**config.mk**
```make
export PLATFORM = sky130hd
export DESIGN_NAME = lea_round_sequencer
export DESIGN_NICKNAME = d
export VERILOG_FILES = /design/src/rtl/lea_pkg.sv /design/src/rtl/LEA_Decrypt.sv /design/src/rtl/LEA_Encrypt.sv /design/src/rtl/lea_round_mux.sv /design/src/rtl/lea_round_sequencer.sv
export SDC_FILE = /design/constraint.sdc
export NUM_CORES = 1
export LEC_CHECK = 0
export ABC_AREA = 1
export ABC_CLOCK_PERIOD_IN_PS = 12100
export BUFFER_PORTS_ARGS = -buffer_cell sky130_fd_sc_hd__buf_2
export CAP_MARGIN = 40
export CORE_MARGIN = 1
export CORE_UTILIZATION = 45
export DETAILED_ROUTE_END_ITERATION = 10
export GPL_ROUTABILITY_DRIVEN = 0
export HOLD_SLACK_MARGIN = 0.12
export PLACE_DENSITY = 0.7
export SYNTH_ARGS = -nofsm -noshare
export SYNTH_HDL_FRONTEND = slang
export SYNTH_SLANG_ARGS = --single-unit
```
**constraint.sdc**
```tcl
create_clock -name clk -period 12.1 [get_ports clk]
set_clock_uncertainty 0.1 [all_clocks]
set_input_delay 0.605 -clock clk [delete_from_list [all_inputs] [get_ports clk]]
set_output_delay 0.605 -clock clk [all_outputs]
set_load 0.05 [all_outputs]
```
**src/rtl/lea_pkg.sv**
```systemverilog
// Shared LEA-128 constants, sequencer/mode types and word helpers.
// Blocks are byte strings (byte 0 in the MSBs); cipher words are little-endian over those bytes.
package lea_pkg;

  localparam int unsigned LEA_NR = 24;
  localparam int unsigned LEA_DW = 128;
  localparam int unsigned LEA_KW = 192;
  localparam int unsigned LEA_AW = 5;

  typedef enum logic [1:0] {
    IDLE = 2'd0,
    RUN  = 2'd1,
    DONE = 2'd2
  } lea_seq_state_t;

  typedef enum logic {
    LEA_ENC = 1'b0,
    LEA_DEC = 1'b1
  } lea_mode_t;

  // Full byte reversal: turns the byte-string block into {X3,X2,X1,X0} with X0 in [31:0].
  // It is its own inverse, so the same call packs words back into a block.
  function automatic logic [LEA_DW-1:0] byte_rev128(input logic [LEA_DW-1:0] b);
    logic [LEA_DW-1:0] r;
    for (int p = 0; p < 16; p++) begin
      r[8*p +: 8] = b[8*(15-p) +: 8];
    end
    return r;
  endfunction

  function automatic logic [31:0] rol32(input logic [31:0] x, input int unsigned n);
    return (x << n) | (x >> (32 - n));
  endfunction

  function automatic logic [31:0] ror32(input logic [31:0] x, input int unsigned n);
    return (x >> n) | (x << (32 - n));
  endfunction

endpackage

```
**src/rtl/LEA_Decrypt.sv**
```systemverilog
// One LEA decryption round: exact inverse of LEA_Encrypt under the same round key.
module LEA_Decrypt
  import lea_pkg::*;
(
  input  logic [LEA_DW-1:0] blk,
  input  logic [LEA_KW-1:0] rk,
  output logic [LEA_DW-1:0] res
);

  logic [LEA_DW-1:0] x;
  logic [31:0]       y0, y1, y2, y3;

  always_comb begin
    x   = byte_rev128(blk);
    y0  = x[127:96];
    y1  = (ror32(x[31:0], 9)  - (y0 ^ rk[31:0]))    ^ rk[63:32];
    y2  = (rol32(x[63:32], 5) - (y1 ^ rk[95:64]))   ^ rk[127:96];
    y3  = (rol32(x[95:64], 3) - (y2 ^ rk[159:128])) ^ rk[191:160];
    res = byte_rev128({y3, y2, y1, y0});
  end

endmodule

```
**src/rtl/LEA_Encrypt.sv**
```systemverilog
// One LEA encryption round. Round key word k sits at rk[32*k +: 32].
module LEA_Encrypt
  import lea_pkg::*;
(
  input  logic [LEA_DW-1:0] blk,
  input  logic [LEA_KW-1:0] rk,
  output logic [LEA_DW-1:0] res
);

  logic [LEA_DW-1:0] x;
  logic [31:0]       y0, y1, y2, y3;

  always_comb begin
    x   = byte_rev128(blk);
    y0  = rol32((x[31:0]  ^ rk[31:0])    + (x[63:32]  ^ rk[63:32]),   9);
    y1  = ror32((x[63:32] ^ rk[95:64])   + (x[95:64]  ^ rk[127:96]),  5);
    y2  = ror32((x[95:64] ^ rk[159:128]) + (x[127:96] ^ rk[191:160]), 3);
    y3  = x[31:0];
    res = byte_rev128({y3, y2, y1, y0});
  end

endmodule

```
**src/rtl/lea_round_mux.sv**
```systemverilog
// Combinational single-round datapath: encrypt and decrypt rounds, selected by mode.
module lea_round_mux
  import lea_pkg::*;
(
  input  logic [LEA_DW-1:0] st,
  input  logic [LEA_KW-1:0] rk,
  input  lea_mode_t         mode,
  output logic [LEA_DW-1:0] res
);

  logic [LEA_DW-1:0] enc_res;
  logic [LEA_DW-1:0] dec_res;

  LEA_Encrypt u_enc (
    .blk (st),
    .rk  (rk),
    .res (enc_res)
  );

  LEA_Decrypt u_dec (
    .blk (st),
    .rk  (rk),
    .res (dec_res)
  );

  assign res = (mode == LEA_DEC) ? dec_res : enc_res;

endmodule

```
**src/rtl/lea_round_sequencer.sv**
```systemverilog
// Iterative LEA-128 round sequencer: one round per cycle, keys fetched from an external store.
// Optional macro LEA_ABORT_EN adds an abort input that drops the block in flight.
module lea_round_sequencer
  import lea_pkg::*;
#(
  parameter int unsigned NR = LEA_NR,
  parameter int unsigned DW = LEA_DW,
  parameter int unsigned KW = LEA_KW,
  parameter int unsigned AW = LEA_AW
) (
  input  logic          clk,
  input  logic          rst,
  input  logic          in_valid,
  output logic          in_ready,
  input  logic          in_mode,
  input  logic [DW-1:0] in_data,
  output logic          out_valid,
  input  logic          out_ready,
  output logic [DW-1:0] out_data,
  output logic [AW-1:0] rk_addr,
  input  logic [KW-1:0] rk_data,
  output logic          busy
`ifdef LEA_ABORT_EN
  ,
  input  logic          abort
`endif
);

  localparam logic [1:0]    StIdle  = IDLE;
  localparam logic [1:0]    StRun   = RUN;
  localparam logic [1:0]    StDone  = DONE;
  localparam logic [AW-1:0] LastRnd = AW'(NR - 1);

  logic [1:0]    state_q, state_d;
  logic [AW-1:0] rnd_q, rnd_d;
  logic [DW-1:0] st_reg, st_d;
  lea_mode_t     mode_q, mode_d;
  logic [DW-1:0] round_res;

  lea_round_mux u_round (
    .st   (st_reg),
    .rk   (rk_data),
    .mode (mode_q),
    .res  (round_res)
  );

  always_comb begin
    state_d = state_q;
    rnd_d   = rnd_q;
    st_d    = st_reg;
    mode_d  = mode_q;
    unique case (state_q)
      StIdle: begin
        if (in_valid) begin
          st_d    = in_data;
          mode_d  = lea_mode_t'(in_mode);
          rnd_d   = '0;
          state_d = StRun;
        end
      end
      StRun: begin
        st_d  = round_res;
        rnd_d = rnd_q + 1'b1;
        if (rnd_q == LastRnd) begin
          rnd_d   = '0;
          state_d = StDone;
        end
      end
      StDone: begin
        if (out_ready) begin
          state_d = StIdle;
        end
      end
      default: state_d = StIdle;
    endcase
`ifdef LEA_ABORT_EN
    // Abort wins over out_ready, so a result sitting in DONE is discarded.
    if (abort && (state_q != StIdle)) begin
      state_d = StIdle;
      rnd_d   = '0;
      st_d    = '0;
    end
`endif
  end

  always_ff @(posedge clk) begin
    if (rst) begin
      state_q <= StIdle;
      rnd_q   <= '0;
      st_reg  <= '0;
      mode_q  <= LEA_ENC;
    end else begin
      state_q <= state_d;
      rnd_q   <= rnd_d;
      st_reg  <= st_d;
      mode_q  <= mode_d;
    end
  end

  // Decrypt walks the schedule backwards; rnd never exceeds NR-1, so no underflow.
  always_comb begin
    rk_addr = '0;
    if (state_q == StRun) begin
      rk_addr = (mode_q == LEA_DEC) ? (LastRnd - rnd_q) : rnd_q;
    end
  end

  assign in_ready  = (state_q == StIdle) && !rst;
  assign out_valid = (state_q == StDone);
  assign out_data  = (state_q == StDone) ? st_reg : '0;
  assign busy      = (state_q != StIdle);

endmodule

```
# Word level (Yosys, flattened, before mapping)
# Cells that the tools add are included.
# op_classes
addsub,8
multipliers,0
n_div,0
magnitude_cmp,0
n_eq_ne,6
shift,0
muxes,13
bitwise_logic,18
reduce_logical,8
# op_table
cell,count
$mux 128,3
$xor 32x32->32,12
$pmux 128 s2,1
$add 32x32->32,3
$sub 32x32->32,3
$or 23x32->32,1
$or 27x32->32,1
$or 29x32->32,1
$or 32x3->32,1
$or 32x5->32,1
$or 32x9->32,1
$mux 5,4
$pmux 5 s2,1
$mux 2,3
$pmux 2 s3,1
$add 5x1->5 const B,1
$eq 5x5->1 const B,1
$sub 5x5->5 const A,1
$ne 2x2->1 const B,2
$reduce_and 2->1,2
$reduce_bool 2->1,2
$reduce_and 3->1,1
$eq 2x1->1 const B,1
$eq 2x2->1 const B,1
other kinds (4),4
# totals
ff_bits,136
latchBits,0
ramBits,0
rom_bits,0
inputBits,325
memories,0

# Logic depth before layout (Yosys ltp)
# depth
word_depth,11
ltp_mapped,42
depth_no_buf,41

# Hierarchy
# A second synthesis with hierarchy kept.
# unflattened
hier_cells,4560
hier_area_um2,25524.5
# by_module_without_submodules
mod,n_inst,cells_per_inst,area_per_inst_um2,seq_area_each_um2
LEA_Encrypt,1,1700,8894.8,0.0
LEA_Decrypt,1,1139,7469.7,0.0
lea_round_sequencer,1,1308,7403.4,2722.6
lea_round_mux,1,413,1756.7,0.0

# Least setup slack after synthesis
# Ideal clock, no wire load.
# synth_path
path_kind,in2reg
start,in rk_data[0]
end,reg st_reg[7]
setup_time_ps,70
t_arrival_ps,5362
required_time_ps,11930
path_slack_ps,6568
stages,40
path_buffers,0
cell_sequence,xor2_1 > ha_1 > fa_1 > nor3_1 > nor2_2 > o21bai_2 > nand2_1 > nand2_1 > nand3_1 > nand2_1 > nand3_1 > nand2_1 > or2_1 > nand2_1 > xor2_1 > ha_1 > nand2_1 > nor2_1 > (+4 left out) > nand3_1 > nand2_1 > xor2_1 > xor2_1 > ha_1 > nand2_1 > nand2_1 > a21oi_1 > o21ai_0 > a21oi_1 > nand2_1 > nand2_1 > nand2_1 > nand3_1 > nand3_1 > nand3_1 > nand2_1 > a21oi_1
# synth_via
elab_chain_cells,11
# synth_lines
item,line,rtl
from (decl),lea_round_sequencer.sv:21,"input logic [KW-1:0] rk_data,"
$xor 32x32->32,LEA_Decrypt.sv:16,"y1 = (ror32(x[31:0], 9) - (y0 ^ rk[31:0])) ^ rk[63:32];"
$sub 32x32->32,LEA_Decrypt.sv:16,
$xor 32x32->32,LEA_Decrypt.sv:16,
$xor 32x32->32,LEA_Decrypt.sv:17,"y2 = (rol32(x[63:32], 5) - (y1 ^ rk[95:64])) ^ rk[127:96];"
$sub 32x32->32,LEA_Decrypt.sv:17,
$xor 32x32->32,LEA_Decrypt.sv:17,
$xor 32x32->32,LEA_Decrypt.sv:18,"y3 = (rol32(x[95:64], 3) - (y2 ^ rk[159:128])) ^ rk[191:160];"
$sub 32x32->32,LEA_Decrypt.sv:18,
$xor 32x32->32,LEA_Decrypt.sv:18,
$mux 128,lea_round_mux.sv:26,assign res = (mode == LEA_DEC) ? dec_res : enc_res;
$pmux 128 s2,lea_round_sequencer.sv:52,unique case (state_q)
to (signal assigned),lea_round_sequencer.sv:95,st_reg <= st_d;
to (decl),lea_round_sequencer.sv:36,"logic [DW-1:0] st_reg, st_d;"
# Every way passes these cells.
# A chain may end at the register's enable or synchronous reset.

# Final worst setup path
# layout_path
start,reg st_reg[13]
end,reg st_reg[7]
# layout_via
elab_chain_cells,11
# layout_lines
item,line
$xor 32x32->32,LEA_Decrypt.sv:16
$sub 32x32->32,LEA_Decrypt.sv:16
$xor 32x32->32,LEA_Decrypt.sv:16
$xor 32x32->32,LEA_Decrypt.sv:17
$sub 32x32->32,LEA_Decrypt.sv:17
$xor 32x32->32,LEA_Decrypt.sv:17
$xor 32x32->32,LEA_Decrypt.sv:18
$sub 32x32->32,LEA_Decrypt.sv:18
$xor 32x32->32,LEA_Decrypt.sv:18
$mux 128,lea_round_mux.sv:26
$pmux 128 s2,lea_round_sequencer.sv:52
# Every way passes these cells.

==> metrics <==
status=finished clean; Critical Path Source Type=flip-flop; residual DRC count=0; CTS tree=done; Final min period=6.608 ns; VDD IR-drop max=0.1089 mV; Synth Flop Type=dfxtp_1; num ports=461; Sequential Power Share=11.9%; Pwr Total=6.098 mW; Final Max Slew Viols=0; die width=219.4 microns; synthesized flop and latch total=136; syn_nets=3886; final wirelength=105.3 mm; CP Max Fanout=6; # hold bufs at CTS=0; Slowest cell on crit path=a221oi_1; total grt overflow=0; Worst-path clk slew=0.07 ns; RSZ-0062 raised after global routing=false; Final period util=54.61%; largest net degree at the start of global routing=81; warnings from Yosys=0; relative slew slack=36.09%; CTS H-tree lvls=4; WL per Instance=24.04 microns; Power Internal=2.490 mW; placed instance area=0.02406 sq mm; Post-CTS Repair Setup Buffers=0; clk_lat worst skew=0.52 ns; Comb power frac=78.4%; final instance area=0.02470 sq mm; First DRT Iteration DRCs=3633; sw frac=59.16%; Cells after Synth=3367; setup TNS=0 ns; via/cell ratio=6.005; share of cells above drive strength 1=15.40%; post-synthesis async set-or-reset flop share=0%; number of global-route vias before repair=24115; endpoints failing setup=0; CP Class=reg -> reg; core footprint=0.04656 sq mm; WP data required=12.43 ns; max reg flops=128; post_cts resized=0; # fillers=4970; Root Driver=clkbuf_16; Mapped Area=0.02126 sq mm; Largest stage delay, worst path=0.72 ns; share of the synthesized area in the top cell type=14.25%; worst hold path type=in -> reg; switching power total=3.608 mW; slew at the pin closest to its max-slew limit=0.9586 ns; area grow syn2layout=16.18%; CP dominant cell by count=nand2_1; first-pass GRT wire length=151.1 mm; number of nets in the layout=4265; DP Wirelength=86.06 mm; IO buf count=460; Seq/Total Area, Yosys=12.81%; setup ws final=5.492 ns; P_leak=12.30 nW; initial antenna violation count=11; Initial Util=45.67%; Synth area leaders=xor2_1 14%, dfxtp_1 13%, ha_1 11%, nand2_1 9.9%, a21oi_1 8.2%; # Max-Cap Violations=0; Clock Path Buffers=2; total CTS buffers=17; CTS Sinks=136; PwrDens=246.9 mW/mm^2; hold slack=0.2717 ns; Clk pwr share=9.7%; Final Hold Violating Endpoints=0; area leader, netlist=xor2_1; Via Count=26300; Cell variety after synth=51; TritonRoute pass-1 iters=8; Post-synth EDFFs=0; Crit. End Element=flip-flop; maximum achievable frequency=151.3 MHz; post-place setup slack=5.538 ns; Die ar.=0.04812 sq mm; residual antenna-violating net count after detailed routing=0; Rows=79; GRT Overall Usage=42.97%; syn avg cell area=6.314 sq um; Arrival @ worst endpoint=6.94 ns; Die Height=219.4 microns
## worst paths after layout
path / startpoint / to / slack (ns) / cells past startpoint
max: st_reg[13]$_SDFFE_PP0P_ / st_reg[7]$_SDFFE_PP0P_ / 5.49 / 33
min: in_data[53] / st_reg[53]$_SDFFE_PP0P_ / 0.27 / 3
max reg2reg: st_reg[13]$_SDFFE_PP0P_ / st_reg[7]$_SDFFE_PP0P_ / 5.49 / 33
min reg2reg: rnd_q[3]$_SDFFE_PP0P_ / rnd_q[3]$_SDFFE_PP0P_ / 0.39 / 2
## critical path, delay by kind of cell, from the launching register on
kind | cells | cell delay, ns
DFF | 1 | 0.58
buffers and inverters | 3 | 0.22
adders and majority gates | 3 | 1.03
xor gates and xnor gates | 3 | 0.44
and+or+nand+nor | 18 | 2.42
AOI/OAI and AO/OA | 6 | 1.73
## layout make-up
type,instances,area (sq um),share of cell area [%]
repair buffers,476,2435,9.857
multi-input cells,2760,16800,68.00
clock buffers,19,432.9,1.753
clock inverters,13,177.7,0.7193
diodes,14,35.03,0.1418
inverters,355,1338,5.415
well taps,607,759.5,3.075
flip-flops and latches,136,2726,11.04
## per-stage QoR
stage,instances,util [%]
floorplan,3367,-
global placement,4333,51.63
detailed placement,4334,51.67
CTS,4366,52.98
global route,4372,53.01
finish,4380,53.06
## logic make-up after synthesis
| kind of cell | synth area share [%] |
|---|---|
| DFF | 12.81 |
| adders and majority gates | 11.63 |
| xor gates and xnor gates | 19.44 |
| and+or+nand+nor | 23.15 |
| buffers and inverters | 8.327 |
| AOI/OAI and AO/OA | 24.65 |
## layer usage
| layer | global-route usage, % | share of wire [%] |
|---|---|---|
| met3 | 11.60 | 14 |
| met4 | 28.10 | 7.2 |
| met5 | 0 | 0.026 |
| met2 | 62.26 | 41 |
| met1 | 55.50 | 38 |
## cells in the mapped netlist, types with 19 or more instances
cell / n
a21oi_1: 348
or2_2: 28
nand4_1: 24
nand3_1: 165
nor2_1: 315
a21o_1: 26
o211ai_1: 44
a221oi_1: 46
ha_1: 188
nor3_1: 30
inv_1: 352
xor2_1: 346
clkbuf_1: 104
nand2_1: 562
o21bai_1: 19
dfxtp_1: 136
xnor2_1: 126
o21ai_0: 345
## power groups by stage
stage / logic, mW / clock network, mW / registers [mW]
global placement: 4.54 / 0 / 0.715
detailed placement: 4.57 / 0 / 0.714
finish: 4.78 / 0.592 / 0.727
global route: 5.18 / 0.608 / 0.714
floorplan: 3.37 / 0 / 0.604
CTS: 4.60 / 0.591 / 0.704
## placed cells by master, fill, tap and decap left out, types with 135 or more instances in the layout
| cell type | netlist | routed |
|---|---|---|
| a21oi_1 | 348 | 348 |
| buf_2 | 2 | 460 |
| dfxtp_1 | 136 | 135 |
| ha_1 | 188 | 188 |
| inv_1 | 352 | 350 |
| nand2_1 | 562 | 560 |
| nand3_1 | 165 | 165 |
| nor2_1 | 315 | 313 |
| o21ai_0 | 345 | 345 |
| xor2_1 | 346 | 346 |
Note: power is estimated with default switching activity, not from simulation.
